### src/rtl/lcd_pkg.sv
// Shared types, constants and address-counter helpers for the HD44780-style responder.
// The DDRAM image is 32 cells: line 1 at ac 0x00-0x0F, line 2 at ac 0x40-0x4F.
package lcd_pkg;

    typedef enum logic [1:0] {
        FILL,
        EXEC,
        IDLE
    } state_t;

    typedef struct packed {
        logic       en;
        logic       rs;
        logic       rw;
        logic [7:0] dat;
    } bus_t;

    localparam logic [7:0] BLANK       = 8'h20;
    localparam logic [6:0] LINE2_BASE  = 7'h40;
    localparam logic [6:0] LINE1_END   = 7'h27;
    localparam logic [6:0] LINE2_END   = 7'h67;
    localparam int         DDRAM_DEPTH = 32;

    localparam int BIT_ID     = 1;
    localparam int BIT_SH     = 0;
    localparam int BIT_DISP   = 2;
    localparam int BIT_CURSOR = 1;
    localparam int BIT_BLINK  = 0;
    localparam int BIT_SC     = 3;
    localparam int BIT_RL     = 2;

    // The two visible lines form one 80-position ring; other ac values wrap mod 128.
    function automatic logic [6:0] ac_step(input logic [6:0] a, input logic inc);
        logic [6:0] r;
        if (inc) begin
            if (a == LINE1_END)      r = LINE2_BASE;
            else if (a == LINE2_END) r = 7'h00;
            else                     r = a + 7'd1;
        end else begin
            if (a == 7'h00)            r = LINE2_END;
            else if (a == LINE2_BASE)  r = LINE1_END;
            else                       r = a - 7'd1;
        end
        return r;
    endfunction

    function automatic logic ac_mapped(input logic [6:0] a);
        return (a[6:4] == 3'b000) || (a[6:4] == 3'b100);
    endfunction

    function automatic logic [4:0] ac_index(input logic [6:0] a);
        return {a[6], a[3:0]};
    endfunction

endpackage

### src/rtl/lcd_en_sync.sv
// Two-flop synchronizer for the asynchronous LCD bus, plus an alignment stage that
// provides en edge pulses and the rs/rw/dat values that were present while en was high.
module lcd_en_sync (
    input  logic       clk,
    input  logic       reset,
    input  logic       en,
    input  logic       rs,
    input  logic       rw,
    input  logic [7:0] dat_in,
    output logic       en_sync,
    output logic       rs_sync,
    output logic       rw_sync,
    output logic       en_rise,
    output logic       en_fall,
    output logic       xfer_rs,
    output logic       xfer_rw,
    output logic [7:0] xfer_dat
);
    import lcd_pkg::*;

    bus_t s1_q, s1_d;
    bus_t s2_q, s2_d;
    bus_t s3_q, s3_d;

    always_comb begin
        s1_d = {en, rs, rw, dat_in};
        s2_d = s1_q;
        s3_d = s2_q;
    end

    always_ff @(posedge clk) begin
        if (reset) begin
            s1_q <= '0;
            s2_q <= '0;
            s3_q <= '0;
        end else begin
            s1_q <= s1_d;
            s2_q <= s2_d;
            s3_q <= s3_d;
        end
    end

    assign en_sync  = s2_q.en;
    assign rs_sync  = s2_q.rs;
    assign rw_sync  = s2_q.rw;
    assign en_rise  = s2_q.en & ~s3_q.en;
    assign en_fall  = ~s2_q.en & s3_q.en;

    // On the fall cycle the third stage still holds the last sample taken with en high.
    assign xfer_rs  = s3_q.rs;
    assign xfer_rw  = s3_q.rw;
    assign xfer_dat = s3_q.dat;

endmodule

### src/rtl/lcd_hd44780_responder.sv
// Display-side HD44780 responder: decodes bus transactions, keeps the 2x16 DDRAM image,
// address counter, display flags and busy timing, and exposes a scan port for mirroring.
module lcd_hd44780_responder #(
    parameter int BUSY_CYCLES  = 40,
    parameter int CLEAR_CYCLES = 1600
) (
    input  logic       clk,
    input  logic       reset,
    input  logic       rs,
    input  logic       rw,
    input  logic       en,
    input  logic [7:0] dat_in,
    output logic [7:0] dat_out,
    output logic       dat_oe,
    output logic       busy,
    output logic [6:0] ac,
    output logic       disp_on,
    output logic       cursor_on,
    output logic       blink_on,
    output logic       ovr,
    input  logic [4:0] scan_addr,
    output logic [7:0] scan_char
);
    import lcd_pkg::*;

    localparam logic [15:0] BUSY_LOAD  = 16'(BUSY_CYCLES);
    localparam logic [15:0] CLEAR_LOAD = 16'(CLEAR_CYCLES);
    localparam logic [4:0]  FILL_LAST  = 5'(DDRAM_DEPTH - 1);

    logic       en_sync, rs_sync, rw_sync, en_rise, en_fall;
    logic       xfer_rs, xfer_rw;
    logic [7:0] xfer_dat;

    lcd_en_sync u_sync (
        .clk      (clk),
        .reset    (reset),
        .en       (en),
        .rs       (rs),
        .rw       (rw),
        .dat_in   (dat_in),
        .en_sync  (en_sync),
        .rs_sync  (rs_sync),
        .rw_sync  (rw_sync),
        .en_rise  (en_rise),
        .en_fall  (en_fall),
        .xfer_rs  (xfer_rs),
        .xfer_rw  (xfer_rw),
        .xfer_dat (xfer_dat)
    );

    state_t      state_q, state_d;
    logic [4:0]  fill_idx_q, fill_idx_d;
    logic [15:0] cnt_q, cnt_d;
    logic [6:0]  ac_q, ac_d;
    logic        id_q, id_d;
    logic        sh_q, sh_d;
    logic        disp_q, disp_d;
    logic        cursor_q, cursor_d;
    logic        blink_q, blink_d;
    logic        ovr_q, ovr_d;
    logic [7:0]  dat_out_q, dat_out_d;
    logic        dat_oe_q, dat_oe_d;
    logic [7:0]  scan_char_q, scan_char_d;

    logic [7:0]  ddram_q [DDRAM_DEPTH];
    logic        mem_we;
    logic [4:0]  mem_idx;
    logic [7:0]  mem_wdata;
    logic [7:0]  read_char;

    assign busy      = (state_q != IDLE);
    assign read_char = ac_mapped(ac_q) ? ddram_q[ac_index(ac_q)] : BLANK;

    always_comb begin
        state_d     = state_q;
        fill_idx_d  = fill_idx_q;
        cnt_d       = cnt_q;
        ac_d        = ac_q;
        id_d        = id_q;
        sh_d        = sh_q;
        disp_d      = disp_q;
        cursor_d    = cursor_q;
        blink_d     = blink_q;
        ovr_d       = ovr_q;
        dat_out_d   = dat_out_q;
        dat_oe_d    = dat_oe_q;
        mem_we      = 1'b0;
        mem_idx     = fill_idx_q;
        mem_wdata   = BLANK;
        scan_char_d = ddram_q[scan_addr];

        // Read data tracks the live state for as long as the controller holds en high.
        if (en_rise) dat_oe_d = rw_sync;
        if (!en_sync) dat_oe_d = 1'b0;
        if (en_sync && rw_sync) begin
            if (rs_sync) dat_out_d = (state_q == IDLE) ? read_char : 8'h00;
            else         dat_out_d = {busy, ac_q};
        end

        unique case (state_q)
            FILL: begin
                mem_we     = 1'b1;
                fill_idx_d = fill_idx_q + 5'd1;
                if (fill_idx_q == FILL_LAST) begin
                    state_d = EXEC;
                    cnt_d   = CLEAR_LOAD;
                end
            end
            EXEC: begin
                if (cnt_q <= 16'd1) begin
                    state_d = IDLE;
                    cnt_d   = 16'd0;
                end else begin
                    cnt_d = cnt_q - 16'd1;
                end
            end
            IDLE: begin
                if (en_fall) begin
                    if (xfer_rw) begin
                        if (xfer_rs) ac_d = ac_step(ac_q, id_q);
                    end else if (xfer_rs) begin
                        mem_we    = ac_mapped(ac_q);
                        mem_idx   = ac_index(ac_q);
                        mem_wdata = xfer_dat;
                        ac_d      = ac_step(ac_q, id_q);
                        state_d   = EXEC;
                        cnt_d     = BUSY_LOAD;
                    end else begin
                        state_d = EXEC;
                        cnt_d   = BUSY_LOAD;
                        // The highest set bit selects the instruction.
                        casez (xfer_dat)
                            8'b1???????: ac_d = xfer_dat[6:0];
                            8'b01??????, 8'b001?????: begin
                            end
                            8'b0001????: begin
                                if (!xfer_dat[BIT_SC]) ac_d = ac_step(ac_q, xfer_dat[BIT_RL]);
                            end
                            8'b00001???: begin
                                disp_d   = xfer_dat[BIT_DISP];
                                cursor_d = xfer_dat[BIT_CURSOR];
                                blink_d  = xfer_dat[BIT_BLINK];
                            end
                            8'b000001??: begin
                                id_d = xfer_dat[BIT_ID];
                                sh_d = xfer_dat[BIT_SH];
                            end
                            8'b0000001?: begin
                                ac_d  = 7'h00;
                                cnt_d = CLEAR_LOAD;
                            end
                            8'b00000001: begin
                                ac_d       = 7'h00;
                                id_d       = 1'b1;
                                state_d    = FILL;
                                fill_idx_d = 5'd0;
                            end
                            default: state_d = IDLE;
                        endcase
                    end
                end
            end
            default: state_d = FILL;
        endcase

        // Status reads are always allowed; anything else while busy is rejected and remembered.
        if (en_fall && busy && (xfer_rs || !xfer_rw)) ovr_d = 1'b1;
    end

    always_ff @(posedge clk) begin
        if (reset) begin
            state_q    <= FILL;
            fill_idx_q <= 5'd0;
            cnt_q      <= 16'd0;
            ac_q       <= 7'h00;
            id_q       <= 1'b1;
            sh_q       <= 1'b0;
            disp_q     <= 1'b0;
            cursor_q   <= 1'b0;
            blink_q    <= 1'b0;
            ovr_q      <= 1'b0;
            dat_out_q  <= 8'h00;
            dat_oe_q   <= 1'b0;
        end else begin
            state_q    <= state_d;
            fill_idx_q <= fill_idx_d;
            cnt_q      <= cnt_d;
            ac_q       <= ac_d;
            id_q       <= id_d;
            sh_q       <= sh_d;
            disp_q     <= disp_d;
            cursor_q   <= cursor_d;
            blink_q    <= blink_d;
            ovr_q      <= ovr_d;
            dat_out_q  <= dat_out_d;
            dat_oe_q   <= dat_oe_d;
        end
    end

    // DDRAM has no reset of its own; the FILL phase after reset blanks it.
    always_ff @(posedge clk) begin
        if (mem_we && !reset) ddram_q[mem_idx] <= mem_wdata;
        scan_char_q <= scan_char_d;
    end

    assign dat_out   = dat_out_q;
    assign dat_oe    = dat_oe_q;
    assign ac        = ac_q;
    assign disp_on   = disp_q;
    assign cursor_on = cursor_q;
    assign blink_on  = blink_q;
    assign ovr       = ovr_q;
    assign scan_char = scan_char_q;

endmodule

### config.mk
export PLATFORM = sky130hd
export DESIGN_NAME = lcd_hd44780_responder
export DESIGN_NICKNAME = d
export VERILOG_FILES = /design/src/rtl/lcd_pkg.sv /design/src/rtl/lcd_en_sync.sv /design/src/rtl/lcd_hd44780_responder.sv
export SDC_FILE = /design/constraint.sdc
export NUM_CORES = 1
export LEC_CHECK = 0
export CAP_MARGIN = 20
export CORE_ASPECT_RATIO = 1.4
export CORE_MARGIN = 2
export CORE_UTILIZATION = 51
export CTS_BUF_LIST = sky130_fd_sc_hd__clkbuf_16
export CTS_CLUSTER_SIZE = 14
export DETAILED_ROUTE_END_ITERATION = 8
export PLACE_DENSITY = 0.68
export SLEW_MARGIN = 20
export SYNTH_ARGS = -nofsm -noshare
export SYNTH_HDL_FRONTEND = slang
export SYNTH_SLANG_ARGS = --single-unit
### constraint.sdc
create_clock -name clk -period 3.3 [get_ports clk]
set_clock_uncertainty 0.1 [all_clocks]
set_input_delay 0.99 -clock clk [delete_from_list [all_inputs] [get_ports clk]]
set_output_delay 0.99 -clock clk [all_outputs]
set_load 0.01 [all_outputs]
==> flow_metrics.env <==
export IMPL_syn_area_sq_mm=0.0160
export IMPL_hold_class="reg2reg"
export IMPL_leakage_uw=0.00645
export IMPL_hp_start="u_sync.s1_q[6]"
export IMPL_yosysSeqAreaShare_pct=59.3
export IMPL_syn_inst=1046
export IMPL_worstHoldEndpoint="u_sync.s2_q[6]"
export IMPL_ff2ff_path_depth=7
export IMPL_setup_violations=0
export IMPL_multi_input_area_sq_mm=0.00616
export IMPL_place_area_sq_mm=0.0173
export IMPL_slew_viol_final=0
export IMPL_worst_pin_slew_ps=790
export IMPL_hold_violations=0
export IMPL_grt_pass1_wl_mm=64.0
export IMPL_synthesis_nets=1074
export IMPL_fin_nets=1166
export IMPL_initialDrtViolationCount=1056
export IMPL_rsz0062_at_grt="no"
export IMPL_wl_per_cell_microns=27.4
export IMPL_synth_seq_cells=346
export IMPL_hold_path_depth=1
export IMPL_cts_clk_slew_worst_paths_ps=60
export IMPL_start_util_pct=51.9
export IMPL_required_ps=2210
export IMPL_yosysWarningCount=0
export IMPL_drv_cap=0
export IMPL_reg2reg_slack_ps=370
export IMPL_cpPeakStageDelay_ps=560
export IMPL_synth_edf_count=256
export IMPL_syn_avg_cell_area_sq_um=15.3
export IMPL_grt_usage_pct=26.4
export IMPL_diodes=0
export IMPL_cts_sinks=346
export IMPL_arrival_ps=2030
export IMPL_area_growth_pct=15.5
export IMPL_core_area_sq_mm=0.0308
export IMPL_vdd_drop_max_mv=0.545
export IMPL_max_freq_ghz=0.320
export IMPL_die_area_sq_mm=0.0328
export IMPL_ioPinCount=47
export IMPL_p_clk_share_pct=39.1
export IMPL_fin_area_sq_mm=0.0185
export IMPL_postRouteAntennaNets=0
export IMPL_fin_crit_ps=3120
export IMPL_r2r_start="u_sync.xfer_rw"
export IMPL_htree_levels=2
export IMPL_drive_gt1_share_pct=24.8
export IMPL_drt_pass1_iterations=5
export IMPL_crit_fanout=11
export IMPL_switching_share_pct=24.3
export IMPL_synth_cell_types=61
export IMPL_fp_dieW_microns=154
export IMPL_cpLargestDelayFamily="buffers and inverters"
export IMPL_cp_num_cells=4
export IMPL_die_h_microns=214
export IMPL_timing_setup_tns_ps=0
export IMPL_startpoint="state_q[0]"
export IMPL_num_fill_cells=2348
export IMPL_avgViaCountPerCell=6.54
export IMPL_critPathSlowestCell="clkdlybuf4s50_1"
export IMPL_power_density_mw_per_mm2=546
export IMPL_clock_latency_ps=530
export IMPL_grt_max_degree=54
export IMPL_dpl_cell_count=1491
export IMPL_rows=76
export IMPL_intPower_uw=7630
export IMPL_slew_headroom_pct=47.2
export IMPL_combPwrFrac_pct=12.2
export IMPL_drt_total_wl_mm=42.6
export IMPL_post_layout_nonfiller_instances=1553
export IMPL_drc=0
export IMPL_root_buffer="clkbuf_16"
export IMPL_seq_area_sq_mm=0.00950
export IMPL_cts_path_max_buffers=3
export IMPL_end_kind="primary output"
export IMPL_path_class="reg2out"
export IMPL_gp_congestion=0.958
export IMPL_vias=10200
export IMPL_cts_buffers_inserted=35
export IMPL_grt_ovfl_total=0
export IMPL_portBuffers=46
export IMPL_switching_power_uw=2450
export IMPL_startpoint_type="register"
export IMPL_cts_tree="done"
export IMPL_pwr_share_seq_pct=48.7
export IMPL_crit_chain="inv_1 > ha_2 > inv_2 > clkdlybuf4s50_1"
export IMPL_async_flop_share_pct=0
export IMPL_synth_ff_type="edfxtp_1"
export IMPL_grt_pass1_vias=10300
export IMPL_status="complete, no violations"
export IMPL_final_period_utilization_pct=94.7
export IMPL_antenna_found_initial=0
export IMPL_crit_buf_inv=3
export IMPL_hpwlAfterDp_mm=29.7
export IMPL_postCtsHoldBufs=0
export IMPL_rr_endpoint="ddram_q[5][4]"
==> layout by cell type (no fill, tap or decap), drive strengths merged, types with 7 or more instances in the layout <==
| cell type | count |
|---|---|
| ha | 10 |
| o22ai | 11 |
| nand2b | 9 |
| nor2b | 40 |
| clkinv | 8 |
| a221oi | 11 |
| nand2 | 27 |
| dfxtp | 90 |
| nand3b | 8 |
| inv | 25 |
| clkbuf | 37 |
| xnor2 | 10 |
| a211oi | 11 |
| o21ai | 9 |
| o32ai | 9 |
| a21oi | 26 |
| nand3 | 17 |
| nor4 | 9 |
| mux2 | 16 |
| buf | 81 |
| a22o | 10 |
| nor3 | 21 |
| edfxtp | 256 |
| clkdlybuf4s50 | 43 |
| mux2i | 58 |
| and2 | 9 |
| nor2 | 90 |
| xor2 | 9 |
| mux4 | 126 |
| o221ai | 7 |
==> synth_stat cells, drive strengths merged, types with 3 or more instances <==
library cell    n  area share [%]
nand4           6            0.23
a211oi         11            0.52
and3            5            0.20
dfxtp          90              11
xor2            9            0.49
edfxtp        256              48
and2            9            0.35
a311oi          3            0.16
o211ai          4            0.19
mux2i          58             3.6
buf            24            0.78
a22oi           3            0.14
nor3           21            0.69
mux2           16             1.1
ha             10            0.78
nand2          27            0.63
o21ai           9            0.28
or3             4            0.16
mux4          126              18
a21oi          26            0.81
nor2b          40             1.6
nor2           90             2.1
nand3b          8            0.38
nor4            9            0.35
nand3          17            0.53
a22o           10            0.55
o22ai          11            0.43
a221oi         11            0.64
xnor2          10            0.55
nor3b           6            0.31
inv            15            0.35
o32ai           9            0.49
or2             3            0.12
a31oi           6            0.23
clkbuf         45             1.1
nand2b          9            0.35
o221ai          7            0.38
==> power by group through the flow <==
stage	clock network (uW)	registers, uW	logic, uW
6_report	3940	4910	1230
5_1_grt	4140	4930	1360
4_1_cts	3990	4910	1230
3_5_place_dp	0	5010	1220
3_3_place_gp	0	5000	1200
2_1_floorplan	0	4970	864
==> metal layers <==
metal	share of wire, %	GRT usage (%)	wire (microns)	up-vias
li1	-	-	-	4366
met5	0	0	0	-
met3	7.0	4.00	2990	80
met1	37	33.4	15900	5213
met2	52	46.1	22100	496
met4	3.9	10.6	1660	0
==> final cells by class <==
type                    count  area share, %
flip-flops and latches    346           51.4
multi-input cells         616           33.3
repair buffers            124           6.14
clock buffers              37           5.01
well taps                 390           2.64
clock inverters            25           1.17
inverters                  15          0.305
==> worst max-delay path by stage <==
stage | end | slack (ps)
global placement | scan_char[4] | 250
CTS | busy | 50
detailed placement | scan_char[4] | 200
finish | busy | 180
global route | busy | 70
floorplan | scan_char[0] | 350
==> registers in the layout, summed over array words and instances (netlist names), 2 cells and up, named ones only <==
| register | flops |
|---|---|
| ac | 7 |
| cnt_q | 16 |
| dat_out | 8 |
| ddram_q | 256 |
| fill_idx_q | 5 |
| scan_char | 8 |
| state_q | 2 |
| u_sync.s1_q | 11 |
| u_sync.s2_q | 8 |
| u_sync.xfer_dat | 8 |
==> logic make-up (layout without fill, tap and decap cells) <==
logic type | Yosys count | in the layout | share of synthesized area [%]
compound gates | 126 | 126 | 5.70
xor+xnor | 19 | 19 | 1.04
fa+ha+maj | 10 | 10 | 0.783
buf+inv | 84 | 201 | 2.19
flops | 346 | 346 | 59.3
mux | 200 | 200 | 22.5
simple gates | 261 | 261 | 8.44
==> per-stage QoR <==
stage | util, % | worst slack, ps | power (uW) | hold WS [ps]
floorplan | - | 348 | 5830 | 314
global placement | 56.2 | 247 | 6200 | 317
detailed placement | 56.2 | 204 | 6230 | 322
CTS | 59.9 | 48.0 | 10100 | 336
global route | 60.0 | 71.0 | 10400 | 353
finish | 60.0 | 176 | 10100 | 334
==> timing repair <==
item / CTS / global route
setup buffers: 0 / 0
gates resized for setup: 1 / 1
endpoints found under the setup margin: 1 / 1
Note: power is estimated with default switching activity, not from simulation.
